==> src/rtl/act_ofifo_pkg.sv <==
// Shared constants for the SFP / output-FIFO datapath.
// Lane and top-level defaults are taken from here so every stage agrees on widths.
package act_ofifo_pkg;

    localparam int PSUM_BW     = 16;
    localparam int ACT_BW      = 4;
    localparam int COL         = 8;
    localparam int OFIFO_DEPTH = 16;

endpackage

==> src/rtl/ofifo_lane.sv <==
// One column of the output FIFO: a first-word-fall-through queue with
// wrap-bit pointers so that full and empty are distinguishable.
module ofifo_lane
    import act_ofifo_pkg::*;
#(
    parameter int act_bw = ACT_BW,
    parameter int depth  = OFIFO_DEPTH
) (
    input  logic                       clk,
    input  logic                       reset,
    input  logic                       wr,
    input  logic [act_bw-1:0]          din,
    input  logic                       rd,
    output logic [act_bw-1:0]          dout,
    output logic                       empty,
    output logic                       full,
    output logic [$clog2(depth):0]     count,
    output logic                       wr_drop
);

    localparam int aw = $clog2(depth);

    logic [aw:0]       wptr;
    logic [aw:0]       rptr;
    logic [act_bw-1:0] mem [depth];

    assign empty   = (wptr == rptr);
    assign full    = (wptr[aw] != rptr[aw]) && (wptr[aw-1:0] == rptr[aw-1:0]);
    // Subtraction wraps modulo 2*depth because the pointers carry one extra bit.
    assign count   = wptr - rptr;
    assign wr_drop = wr && full;
    assign dout    = mem[rptr[aw-1:0]];

    // NOTE: sequential state uses non-blocking (<=) so every register samples
    // pre-edge values; blocking here would create order-dependent simulation.
    always_ff @(posedge clk or posedge reset) begin
        if (reset) begin
            wptr <= '0;
            rptr <= '0;
        end else begin
            if (wr && !full) wptr <= wptr + 1'b1;
            // The top only asserts rd when this lane is non-empty.
            if (rd)          rptr <= rptr + 1'b1;
        end
    end

    // NOTE: storage is deliberately left out of reset; the pointers alone
    // define validity, and an unreset array maps onto plain RAM.
    always_ff @(posedge clk) begin
        if (wr && !full) mem[wptr[aw-1:0]] <= din;
    end

endmodule

==> src/rtl/act_ofifo.sv <==
// Output FIFO collecting SFP activations per column and releasing them to the
// readout path only as complete rows.
module act_ofifo
    import act_ofifo_pkg::*;
#(
    parameter int col    = COL,
    parameter int act_bw = ACT_BW,
    parameter int depth  = OFIFO_DEPTH
) (
    input  logic                       clk,
    input  logic                       reset,
    input  logic [col*act_bw-1:0]      act_in,
    input  logic [col-1:0]             act_valid,
    input  logic                       rd,
    output logic [col*act_bw-1:0]      out,
    output logic                       o_valid,
    output logic                       o_full,
    output logic                       o_ready,
    output logic                       overflow,
    output logic                       underflow,
    output logic [$clog2(depth):0]     row_count
);

    localparam int cw = $clog2(depth) + 1;

    logic [col-1:0] lane_empty;
    logic [col-1:0] lane_full;
    logic [col-1:0] lane_drop;
    logic [cw-1:0]  lane_count [col];
    logic           pop;

    assign o_valid = ~|lane_empty;
    assign o_full  = |lane_full;
    assign o_ready = ~o_full;
    // Lanes advance in lockstep, and only when a whole row is present.
    assign pop     = rd && o_valid;

    for (genvar i = 0; i < col; i++) begin : g_lane
        ofifo_lane #(
            .act_bw (act_bw),
            .depth  (depth)
        ) u_lane (
            .clk     (clk),
            .reset   (reset),
            .wr      (act_valid[i]),
            .din     (act_in[i*act_bw +: act_bw]),
            .rd      (pop),
            .dout    (out[i*act_bw +: act_bw]),
            .empty   (lane_empty[i]),
            .full    (lane_full[i]),
            .count   (lane_count[i]),
            .wr_drop (lane_drop[i])
        );
    end

    // NOTE: the running minimum is seeded before the loop so row_count is
    // assigned on every path and no latch is inferred.
    always_comb begin
        row_count = lane_count[0];
        for (int i = 1; i < col; i++) begin
            if (lane_count[i] < row_count) row_count = lane_count[i];
        end
    end

    always_ff @(posedge clk or posedge reset) begin
        if (reset) begin
            overflow  <= 1'b0;
            underflow <= 1'b0;
        end else begin
            if (|lane_drop)        overflow  <= 1'b1;
            if (rd && !o_valid)    underflow <= 1'b1;
        end
    end

endmodule
==> config.mk <==
export PLATFORM = sky130hd
export DESIGN_NAME = act_ofifo
export DESIGN_NICKNAME = d
export VERILOG_FILES = /design/src/rtl/act_ofifo_pkg.sv /design/src/rtl/ofifo_lane.sv /design/src/rtl/act_ofifo.sv
export SDC_FILE = /design/constraint.sdc
export NUM_CORES = 1
export LEC_CHECK = 0
export BUFFER_PORTS_ARGS = -buffer_cell sky130_fd_sc_hd__buf_4
export CAP_MARGIN = 40
export CORE_ASPECT_RATIO = 2
export CORE_MARGIN = 5
export CORE_UTILIZATION = 35
export DETAILED_ROUTE_END_ITERATION = 8
export PLACE_DENSITY_LB_ADDON = 0.25
export SYNTH_ARGS = -nofsm -noshare
export SYNTH_HDL_FRONTEND = slang
export SYNTH_SLANG_ARGS = --single-unit
==> constraint.sdc <==
create_clock -name clk -period 22 [get_ports clk]
set_input_delay 4.4 -clock clk [delete_from_list [all_inputs] [get_ports clk]]
set_output_delay 4.4 -clock clk [all_outputs]
set_load 0.05 [all_outputs]
==> metrics.md <==
| Metric | Value |
|---|---|
| Reg2reg setup slack | `18.11 ns` |
| Worst hold path depth | `1` |
| EDFF count, synth | `512` |
| DRT antenna net count | `0` |
| Clk sinks | `594` |
| Critical path capture point type | `output port` |
| Maximum clock frequency | `57.4 MHz` |
| Final Instance Area | `30300 sq um` |
| Largest net degree at the start of global routing | `44` |
| Synth Cell Area | `26700 sq um` |
| Die height | `400 um` |
| Fillers | `6992` |
| Kind of critical path | `reg -> out` |
| Final GP Congestion | `0.861` |
| Final setup TNS | `0 ns` |
| Synth warn | `0` |
| DRT Pass-1 Iters | `6` |
| Vias in the first global route | `15100` |
| Largest fanout on the critical path | `19` |
| Mean Syn Cell Area | `16.5 sq um` |
| Clk slew on worst S/H paths | `0.07 ns` |
| Synth top area share | `57.6%` |
| RSZ-0062 raised after global routing | `false` |
| Total number of vias | `13800` |
| Overflow after GRT | `0` |
| DRT iter0 DRCs | `610` |
| Clk_lat worst skew | `0.63 ns` |
| Drt wl/cell | `21.6 um` |
| Area of placed instances | `28500 sq um` |
| Mapped Nets | `1752` |
| Worst slew pin tran | `0.898 ns` |
| Die area | `82200 sq um` |
| Cell count after synthesis | `1616` |
| WL final | `59700 um` |
| Async SR Flop Fraction | `13.8%` |
| Yosys top cell by area | `edfxtp_1` |
| Netlist cell types | `80` |
| Setup violators final | `0` |
| Top Ports | `85` |
| Remaining DRCs | `0` |
| Total GRT Usage | `14.6%` |
| Htree depth | `2` |
| Initial Util | `35.2%` |
| Layout area overhead | `13.7%` |
| Critical path startpoint category | `flip-flop` |
| Cell mode on critical path | `ha_1` |
| Yosys reg bits | `594` |
| Num CTS Buffers | `53` |
| R2r worst-path depth | `8` |
| Clock Tree Buf Depth | `3` |
| Largest cells by area after synthesis | `edfxtp_1, mux4_2, dfrtp_1` |
| Cell count along the critical path | `50` |
| Post-route clock skew | `0.0360 ns` |
| Buffers on Ports | `84` |
| CORE AREA | `75900 sq um` |
| Buffers & Inverters on Critical Path | `6` |
| Max Slew Vio Count | `0` |
| Main synth FF type | `edfxtp_1` |
| MaxCap Viol Count | `0` |
| Hold Buf Count CTS | `0` |
| Worst EP required | `17.60 ns` |
| Ant. Diodes | `0` |
| Slowest-stage cell, CP | `dfrtp_1` |
| CTS tree | `yes` |
| Share of cells above drive strength 1 | `20.9%` |
| Top cells by count, synth | `edfxtp_1, mux4_2, nor2_1` |
| Worst slew margin | `40.1%` |
| Most common cell in the netlist | `edfxtp_1` |
| DIE WIDTH | `205 um` |
| Worst hold path class | `reg -> reg` |
| Crit path DAT | `13.04 ns` |
| DR vias/cell | `5.02` |
| Cts repair resizes | `0` |
| Global-route wire length before repair | `92400 um` |
| Outcome | `complete, no violations` |
| Crit path max-delay family | `compound AO/OA/AOI/OAI gates` |
| Num rows | `143` |
| Tmin final | `17.44 ns` |
| Final Hold Fails | `0` |
| Hpwl dp | `44400 um` |
| CTS Root Cell | `clkbuf_16` |
| Largest stage delay, worst path | `0.89 ns` |
| Period utilization | `79.3%` |
| Seq/Total Area, Yosys | `65.3%` |
| Final nets | `1836` |
| Initial antenna violation count | `1` |
| Post-CTS setup buffer count | `0` |
==> metrics by stage <==
| stage | utilization [%] | std cells | worst slack (ns) | hold slack (ns) |
|---|---|---|---|---|
| 2_1_floorplan | - | 1616 | 6.58 | 0.460 |
| 3_3_place_gp | 37.4 | 2657 | 5.98 | 0.463 |
| 3_5_place_dp | 37.5 | 2660 | 5.55 | 0.464 |
| 4_1_cts | 40.0 | 2760 | 4.75 | 0.483 |
| 5_1_grt | 40.0 | 2760 | 3.79 | 0.496 |
| 6_report | 40.0 | 2760 | 4.56 | 0.481 |
==> cells in the final DEF, fill, tap and decap left out, drive strengths merged, types with 3 or more instances in the layout <==
master,synthesis,final
nor3,39,39
nor2b,17,17
clkinvlp,0,3
o22ai,6,6
o221ai,3,3
inv,72,75
nor2,112,112
a21o,20,20
o211ai,6,6
fa,8,8
clkbuf,48,69
clkinv,8,24
a2111oi,5,5
bufinv,0,9
mux2i,12,12
nor4,3,3
o21ai,33,33
mux4,160,160
maj3,4,4
xnor2,69,69
xor2,32,32
ha,85,85
a211oi,4,4
a221oi,5,5
a31oi,3,3
nand2,92,92
and2,14,14
nand2b,18,18
a21oi,32,32
buf,21,98
nand3,11,11
o211a,3,3
nand4,31,31
o31a,3,3
mux2,4,4
edfxtp,512,512
dfrtp,82,82
==> per-layer routing <==
| metal | up-vias | track usage (%) | wire length [um] |
|---|---|---|---|
| met3 | 84 | 1.92 | 1750 |
| met4 | 2 | 4.00 | 1340 |
| li1 | 6403 | - | - |
| met5 | - | 0 | 13 |
| met1 | 7144 | 15.7 | 21200 |
| met2 | 211 | 29.3 | 35400 |
==> state kept, by name (all words and copies together), names as in the netlist <==
signal              cells
g_lane.u_lane.mem     512
overflow                1
underflow               1
g_lane.u_lane.wptr     40
g_lane.u_lane.rptr     40
==> cell type report <==
class,instances,area (sq um),area share (%)
clock buffer,69,1440,4.74
inverter,80,303,0.999
tap,1015,1270,4.19
sequential,594,17400,57.5
multi-input combinational,873,8680,28.6
timing repair buffer,98,771,2.54
clock inverter,31,424,1.40
==> kinds of logic (layout without fill, tap and decap cells) <==
kind of cell,count (synthesis),in the layout,share of synthesized area [%]
buffers and inverters,149,278,2.13
adders and majority gates,97,97,4.74
xor gates and xnor gates,101,101,3.37
DFF,594,594,65.3
muxes,176,176,14.1
AOI/OAI and AO/OA,146,146,3.97
and+or+nand+nor,353,353,6.31
==> final timing paths <==
path                                                from                          to
worst min-delay path                           underflow                   underflow
worst max register to register  g_lane[4].u_lane.rptr[1]  g_lane[4].u_lane.mem[3][1]
min in group asynchronous                          reset                   underflow
worst min register to register                 underflow                   underflow
max in group asynchronous                          reset    g_lane[5].u_lane.wptr[1]
worst max-delay path            g_lane[1].u_lane.rptr[1]                row_count[4]
Power is left out: the tool's default activity adds up to more than one toggle a clock period on the data nets, which glitch-free logic cannot reach.
